`src/rtl/byte_serial_add_seq.sv`:
```
// Byte-serial multi-precision add/subtract sequencer around an external 8-bit adder.
// Latency: one clk from operand accept to the result byte on out_sum.
// Backpressure: single output register with no skid; in_ready = !out_valid || out_ready.
//
// Ports:
//   clk, rst_n                       clock and asynchronous active-low reset
//   in_valid/in_ready                operand beat stream, LSB byte first
//   in_a, in_b, in_sub               operand bytes; in_sub is sampled on the first beat only
//   adder_a/adder_b/adder_cin        combinational drive to the external adder
//   adder_sum/adder_cout             external adder results, registered on accept
//   out_valid/out_ready              result byte stream
//   out_sum, out_last                result byte and final-byte marker
//   out_cout, out_ovf                final carry (1 = no borrow on subtract) and signed overflow,
//                                    both forced to 0 on non-last bytes
module byte_serial_add_seq #(
  parameter int unsigned NBYTES = 4
) (
  input  logic       clk,
  input  logic       rst_n,
  input  logic       in_valid,
  output logic       in_ready,
  input  logic [7:0] in_a,
  input  logic [7:0] in_b,
  input  logic       in_sub,
  output logic [7:0] adder_a,
  output logic [7:0] adder_b,
  output logic       adder_cin,
  input  logic [7:0] adder_sum,
  input  logic       adder_cout,
  output logic       out_valid,
  input  logic       out_ready,
  output logic [7:0] out_sum,
  output logic       out_last,
  output logic       out_cout,
  output logic       out_ovf
);

  // Counter is at least one bit wide so NBYTES==1 still elaborates cleanly.
  localparam int unsigned CW = (NBYTES > 1) ? $clog2(NBYTES) : 1;
  localparam logic [CW-1:0] LAST = CW'(NBYTES - 1);

  typedef enum logic {
    IDLE = 1'b0,  // next accepted beat starts a new operation
    BUSY = 1'b1   // mid-operation, carry chained from previous beat
  } state_t;

  state_t        state, state_d;
  logic [CW-1:0] cnt, cnt_d;
  logic          carry_q;
  logic          sub_q;

  logic          accept;
  logic          sub_eff;
  logic          is_last;
  logic          ovf_now;

  // ---------------------------------------------------------------------------
  // Adder drive. On the first beat the operation type comes straight from
  // in_sub (it is not registered yet); afterwards the latched sub_q is used so
  // in_sub toggling mid-operation has no effect.
  // ---------------------------------------------------------------------------
  assign sub_eff   = (state == IDLE) ? in_sub : sub_q;
  assign adder_a   = in_a;
  assign adder_b   = sub_eff ? ~in_b : in_b;
  // Subtract is A + ~B + 1, so the first beat injects in_sub as carry-in.
  assign adder_cin = (state == IDLE) ? in_sub : carry_q;

  assign in_ready  = !out_valid || out_ready;
  assign accept    = in_valid && in_ready;

  // cnt is 0 in IDLE, so this also covers NBYTES==1 where every beat is last.
  assign is_last   = (cnt == LAST);

  // Signed overflow: operands agree in sign (after B inversion) but the sum
  // does not.
  assign ovf_now   = (adder_a[7] == adder_b[7]) && (adder_sum[7] != adder_a[7]);

  // ---------------------------------------------------------------------------
  // FSM state register
  // ---------------------------------------------------------------------------
  always_ff @(posedge clk or negedge rst_n) begin
    if (!rst_n) begin
      state <= IDLE;
      cnt   <= '0;
    end else begin
      state <= state_d;
      cnt   <= cnt_d;
    end
  end

  // ---------------------------------------------------------------------------
  // FSM next state and byte counter
  // ---------------------------------------------------------------------------
  always_comb begin
    state_d = state;
    cnt_d   = cnt;
    if (accept) begin
      unique case (state)
        IDLE: begin
          if (NBYTES > 1) begin
            state_d = BUSY;
            cnt_d   = CW'(1);
          end
        end
        BUSY: begin
          if (is_last) begin
            state_d = IDLE;
            cnt_d   = '0;
          end else begin
            cnt_d   = cnt + CW'(1);
          end
        end
        default: begin
          state_d = IDLE;
          cnt_d   = '0;
        end
      endcase
    end
  end

  // ---------------------------------------------------------------------------
  // Carry chain and operation type. The carry is cleared on the last beat so
  // nothing can leak into the next operation.
  // ---------------------------------------------------------------------------
  always_ff @(posedge clk or negedge rst_n) begin
    if (!rst_n) begin
      carry_q <= 1'b0;
      sub_q   <= 1'b0;
    end else if (accept) begin
      carry_q <= is_last ? 1'b0 : adder_cout;
      if (state == IDLE) begin
        sub_q <= in_sub;
      end
    end
  end

  // ---------------------------------------------------------------------------
  // Output register. A consume without a new accept only drops out_valid; the
  // data and flags hold their last values.
  // ---------------------------------------------------------------------------
  always_ff @(posedge clk or negedge rst_n) begin
    if (!rst_n) begin
      out_valid <= 1'b0;
      out_sum   <= 8'h00;
      out_last  <= 1'b0;
      out_cout  <= 1'b0;
      out_ovf   <= 1'b0;
    end else if (accept) begin
      out_valid <= 1'b1;
      out_sum   <= adder_sum;
      out_last  <= is_last;
      out_cout  <= is_last ? adder_cout : 1'b0;
      out_ovf   <= is_last ? ovf_now : 1'b0;
    end else if (out_ready) begin
      out_valid <= 1'b0;
    end
  end

endmodule

```
`config.mk`:
```
export PLATFORM = sky130hd
export DESIGN_NAME = byte_serial_add_seq
export DESIGN_NICKNAME = d
export VERILOG_FILES = /design/src/rtl/byte_serial_add_seq.sv
export SDC_FILE = /design/constraint.sdc
export NUM_CORES = 1
export LEC_CHECK = 0
export CORE_UTILIZATION = 36
export DETAILED_ROUTE_END_ITERATION = 10
export GPL_ROUTABILITY_DRIVEN = 0
export HOLD_SLACK_MARGIN = 0.03
export PLACE_DENSITY = 0.86
export RECOVER_POWER = 100
export SETUP_SLACK_MARGIN = 0.1
export SKIP_LAST_GASP = 1
export SYNTH_ARGS = -nofsm -noshare
export SYNTH_HDL_FRONTEND = slang
export SYNTH_SLANG_ARGS = --single-unit
```
`constraint.sdc`:
```
create_clock -name clk -period 2.37 [get_ports clk]
set_input_delay 0.237 -clock clk [delete_from_list [all_inputs] [get_ports clk]]
set_output_delay 0.237 -clock clk [all_outputs]
set_load 0.01 [all_outputs]
```
* Word-level counts from Yosys, hierarchy flattened *
Index checks and enable logic that the tools add are counted.

word-level totals
  logic and storage cells = 32
  flip-flop bits (word level) = 17
  output and inout bits = 30

operators by class
  add/sub/neg operators = 1
  reductions and logical operators = 5
  bitwise logic cells = 2
  multiplexer cells = 12
  equal/unequal tests = 3

operators by type and width
  kind                 count
  $mux 1               8
  $mux 8               1
  $not 8->8            1
  $pmux 2 s2           1
  $add 2x1->2 const B  1
  $eq 2x2->1 const B   1
  $logic_and 1x1->1    2
  $mux 2               1
  $pmux 1 s2           1
  $reduce_bool 2->1    1
  $eq 1x1->1           1
  $logic_not 1->1      1
  $logic_or 1x1->1     1
  $ne 1x1->1           1
  $not 1->1            1

* Depth between registers and ports, before layout *
Gate-level depths: netlist of the first run.

  depth in word-level cells = 5
  mapped depth = 5

* Worst setup path before layout of the first run *
Ideal clock, no wire load.

  path type = register -> register
  from = reg state
  to = reg out_ovf
  stages on the path, launching flop included = 5
  buffers on the path = 0
  library setup time = 126 ps
  required time = 2244 ps
  arrival time = 1407 ps
  path slack = 837 ps
  cell sequence = dfrtp_1 > mux2i_4 > xnor2_2 > nor3_1 > a221o_1

on the way
  word-level cells in the longest chain between the ends = 5

RTL lines
  what                      RTL line  source
  start: declaration        47        state_t state, state_d;
  start signal: assignment  86        state <= state_d;
  $mux 1                    --
  $mux 8                    64        assign adder_b = sub_eff ? ~in_b : in_b;
  named net adder_b[7]      26        output logic [7:0] adder_b,
  $eq 1x1->1                76        assign ovf_now = (adder_a[7] == adder_b[7]) && (adder_sum[7] != adder_a[7]);
  $logic_and 1x1->1         76
  $mux 1                    153       out_ovf <= is_last ? ovf_now : 1'b0;
  end signal: assignment    153
  end: declaration          35        output logic out_ovf

The timed path passes the listed nets, and every way through them passes these cells.
A chain may end at the register's enable or synchronous reset.

* Worst setup path in the final report of the first run *
  from = reg state
  to = out adder_b[7]

on the way
  word-level cells in the longest chain between the ends = 2

RTL lines
  what              RTL line
  $mux 1            --
  $mux 8            64
  end: declaration  26

No other way between the ends.

==> results.toml, run 1 <==
[status]
status = "finished clean"

[timing]
fmax_mhz = 462
worst_slew_pin_slew_ps = 732
period_share = 0.914
final.min_clock_period_ps = 2170
finalMaxSlewViolations = 0
hold_viol = 0
rsz0062_at_grt = "false"
fin_skew_ps = 9.38
max-slew-margin-rel = 0.511
setup_tns_ps = 0
setup_viol = 0
fin_hold_ws_ps = 442

[setup_path]
r2r_slack_ps = 800
worstReg2RegEnd = "out_ovf"
worst_r2r_path_depth = 4
reg2reg_from = "out_valid"
end_kind = "primary output"
worst_ep_arrival_time_ps = 1930
critPathLaunchType = "register"
required_ps = 2130
cp_max_fo = 9
path_class = "register to primary output"

[finish]
syn_to_final_growth_pct = 55.3
diodes = 0
seqCellArea_um2 = 427
final_nets = 144
multi_input_area_um2 = 348
fillers = 193
layout-drive-gt1-share = 0.161
layout.cells.non_filler = 140
layout_common_cells = "24 x dlygate4sd3_1, 21 x clkdlybuf4s50_1, 16 x dfrtp_1"
layout_commonest_cell = "dlygate4sd3_1"

[clock_network]
clock_sinks = 17
clockRootBuffer = "clkbuf_4"
cts_hold_buf = 0
cts_tree = "built"
cts.clk_slew.worst_paths_ps = 100
h-tree-depth = 1
cts_max_path_buffers = 2
numCtsBuffers = 3
clk_latency_ps = 280

[route]
ant_nets = 0
drt-initial-drc-count = 8
routedWlPerCell_um = 12.1
num_vias = 644
first_pass_iters = 4
drt_wl_total_um = 1690
avgViaCountPerCell = 4.60
drc_errors = 0

[floorplan]
io_pins = 60
fp.dieH_um = 50.4
initial_core_util = 0.381
dieArea_um2 = 2540
fp.coreArea_um2 = 2210
placementRows = 17
die_width_um = 50.4

[synth]
ys_types = 16
synth_area_per_cell_um2 = 11.7
synth-seq-cells = 17
synth-seq-area-share = 0.505
ys_warn_count = 0
syn_nets = 103
syn_area_um2 = 842
synthCells = 72

[place]
place_hpwl_um = 1310
portBuffers = 45
placedCellCount = 135

[power_and_ir_drop]
clkPwrFrac = 0.128
power_density_nw_per_um2 = 889
power_switching_mw = 0.382
power_frac_comb = 0.517
swShare = 0.328
p_int_mw = 0.781
power.total_mw = 1.16
p_leak_nw = 0.547
pwr-share-seq = 0.355
vdd_ir_drop_max_mv = 0.580

[grt]
antenna_found_initial = 0
gr-total-overflow = 0
grt_pass1_wl_um = 2860
grtUsageTotal = 0.153
grt_pass1_vias = 713
grt_start_max_net_pins = 23

[hold_path]
holdCritPathClass = "input pin to asynchronous set/reset pin"

[job]
cap_viol_max_count = 0
==> worst max-delay path by stage <==
| stage | cells after the start | slack (ps) | start | end |
|---|---|---|---|---|
| after floorplan | 4 | 840 | state | out_ovf |
| after global placement | 4 | 330 | in_sub | adder_b[7] |
| after detailed placement | 4 | 280 | in_sub | adder_b[7] |
| after CTS | 4 | 170 | state | adder_b[0] |
| after global routing | 4 | 100 | state | adder_b[7] |
| final | 4 | 200 | state | adder_b[7] |
==> cells by family (layout without fill, tap and decap cells) <==
family	count (synthesis)	after routing	synth area share
AND/OR/NAND/NOR	18	18	0.0981
flip-flops	17	17	0.505
multiplexers	11	11	0.160
buffers and inverters	10	50	0.0817
XOR/XNOR	8	8	0.0921
AO/OA/AOI/OAI	7	7	0.0476
adder cells (fa/ha/maj)	1	1	0.0149
==> synth_stat cells <==
master,count,area (um^2)
mux2i_4,1,22.5
buf_4,8,60.1
o21ai_0,6,30.0
nand3_1,1,5.00
clkbuf_1,1,3.75
xnor2_1,7,61.3
nand3b_1,1,7.51
nor3_1,2,10.0
mux2_2,10,113
buf_2,1,5.00
nand2b_1,3,18.8
a221o_1,1,10.0
nand2_1,11,41.3
xnor2_2,1,16.3
dfrtp_1,17,425
ha_1,1,12.5
==> registers in the layout, summed over array words and instances, names as in the netlist <==
register and cells:
state 1, sub_q 1, out_valid 1, cnt 2, out_ovf 1, out_last 1, out_cout 1, out_sum 8
carry_q 1
==> metrics by stage <==
| step | area, um^2 | setup WS, ps | util |
|---|---|---|---|
| 6_report | 1310 | 205 | 0.591 |
| 5_1_grt | 1310 | 103 | 0.591 |
| 4_1_cts | 1310 | 174 | 0.590 |
| 3_5_place_dp | 1260 | 283 | 0.569 |
| 3_3_place_gp | 1260 | 327 | 0.569 |
| 2_1_floorplan | 842 | 837 | - |
==> worst max-delay path, cell delays in order, from the launching register on <==
cell and delay, ps:
dfrtp_2 460, mux2i_4 270, buf_12 160, xnor2_2 130
dlygate4sd3_1 630
==> routing by layer <==
layer  global-route usage  up-vias  wire, um
met2                0.260       40       773
met5                    0        -         0
met4               0.0648        0        16
li1                     -      317         -
met1                0.167      283       683
met3               0.0606        4       217
==> cell type report <==
class                   instances  share of cell area
repair buffers                 46               0.360
flip-flops and latches         17               0.326
multi-input cells              45               0.266
well taps                      28              0.0268
clock buffers                   3              0.0172
clock inverters                 1             0.00383
==> power groups by stage <==
stage	Combinational, mW	Clock, mW	Sequential, mW
after floorplan	0.292	0	0.425
after global placement	0.598	0	0.416
after detailed placement	0.609	0	0.418
after CTS	0.657	0.153	0.413
after global routing	0.656	0.170	0.426
final	0.601	0.149	0.413
==> timing repair <==
| item | CTS | global route |
|---|---|---|
| setup endpoints to repair | 8 | 3 |
| setup buffers | 1 | 0 |
| resized for setup | 0 | 1 |
No activity file was read; power rests on OpenSTA's default activity.
==> run 2: changes to the inputs <==
- GPL_TIMING_DRIVEN: unset -> 0
- PLACE_DENSITY: 0.86 -> 0.91
==> results.toml, run 2 (synthesis results as in run 1) <==
[timing]
max-slew-margin-rel = 0.515
final.min_clock_period_ps = 2190
period_share = 0.923
fin_hold_ws_ps = 441
rsz0062_at_grt = "false"
hold_viol = 0
worst_slew_pin_slew_ps = 725
fin_skew_ps = 0.932
finalMaxSlewViolations = 0
setup_viol = 0
setup_tns_ps = 0
fmax_mhz = 457

[grt]
grt_pass1_wl_um = 3170
grtUsageTotal = 0.169
antenna_found_initial = 0
grt_start_max_net_pins = 18
grt_pass1_vias = 803
gr-total-overflow = 0

[finish]
layout.cells.non_filler = 157
seqCellArea_um2 = 427
fillers = 179
diodes = 0
layout-drive-gt1-share = 0.194
largest_reg_flops = 8
multi_input_area_um2 = 335
reg.largest.list = "out_sum (8), cnt (2)"
layout_common_cells = "27 x dlygate4sd3_1, 25 x clkdlybuf4s50_1, 16 x dfrtp_1"
regMostFlops = "out_sum"
stdcell_area_um2 = 1430
final_nets = 161
layout_commonest_cell = "dlygate4sd3_1"
syn_to_final_growth_pct = 70.1

[clock_network]
cts_tree = "built"
numCtsBuffers = 3
h-tree-depth = 1
cts.clk_slew.worst_paths_ps = 90
clockRootBuffer = "clkbuf_4"
cts_max_path_buffers = 2
clk_latency_ps = 280
clock_sinks = 17

[place]
portBuffers = 52
placedCellCount = 152
place_hpwl_um = 1560
dpl_cell_area_um2 = 1400

[power_and_ir_drop]
vdd_ir_drop_max_mv = 0.609
power_density_nw_per_um2 = 836
power.total_mw = 1.20
p_leak_nw = 0.618

[route]
avgViaCountPerCell = 4.69
ant_nets = 0
drt-initial-drc-count = 6
num_vias = 736
routedWlPerCell_um = 12.3
drc_errors = 0
first_pass_iters = 3
drt_wl_total_um = 1940

[setup_path]
worstReg2RegEnd = "out_sum[3]"
worst_ep_arrival_time_ps = 1950
cp_max_fo = 9
critPathLaunchType = "register"
required_ps = 2130
reg2reg_from = "out_valid"
end_kind = "primary output"
critPathMaxStageDelay_ps = 620
path_class = "register to primary output"
worst_r2r_path_depth = 4
r2r_slack_ps = 800
cp_slowest_cell = "dlygate4sd3_1"
cp_cell_sequence = "mux2i_1 -> buf_12 -> xnor2_1 -> dlygate4sd3_1"

[floorplan]
io_pins = 60
die_width_um = 50.4
fp.dieH_um = 50.4
dieArea_um2 = 2540
fp.coreArea_um2 = 2210
placementRows = 17
initial_core_util = 0.381

[hold_path]
holdCritPathClass = "input pin to asynchronous set/reset pin"

[job]
cap_viol_max_count = 0

[status]
status = "finished clean"
run 2: cell count changes in the layout (fill, tap and decap cells not counted), sizes merged:
cell,change
clkdlybuf4s50,+4
dlygate4sd3,+3
buf,+8
clkbuf,+2
run 2: through the flow:
step	util	worst slack, ps
3_3_place_gp	0.632	297
4_1_cts	0.653	158
5_1_grt	0.648	74.5
6_report	0.648	183
2_1_floorplan	-	837
3_5_place_dp	0.632	262
run 2: how the worst max path moves through the flow:
stage,slack (ps),to,startpoint
floorplan,840,out_ovf,state
global placement,300,adder_b[7],in_sub
detailed placement,260,adder_b[7],in_sub
CTS,160,adder_b[7],state
global route,70,adder_b[6],state
finish,180,adder_b[6],state
run 2: critical path: cells and delay by family, from the launching register on:
| kind | cells | cell delay [ps] |
|---|---|---|
| xor+xnor | 1 | 110 |
| buf+inv | 2 | 800 |
| mux | 1 | 320 |
| flops | 1 | 430 |
run 2: power by group:
| group | internal, mW | total (mW) | switching, mW |
|---|---|---|---|
| sequential | 0.360 | 0.408 | 0.0480 |
| clock | 0.0627 | 0.149 | 0.0865 |
| combinational | 0.378 | 0.640 | 0.262 |
run 2: repair_timing:
item                       CTS  global route
setup buffers                1             0
setup endpoints to repair    3             4
resized for setup            0             1
hold buffers                 0             0
gates cloned                 0             0
run 2: per-layer routing:
layer	vias up	global-route usage	wire, um
li1	349	-	-
met1	333	0.157	727
met2	50	0.300	938
met3	4	0.0788	244
met4	0	0.0926	28
met5	-	0	0
run 2: final cells by class:
type,count,share of cell area
sequential,17,0.298
timing repair buffer,53,0.377
multi-input combinational,45,0.234
tap,28,0.0245
clock inverter,1,0.00349
clock buffer,3,0.0157
buffer,10,0.0472
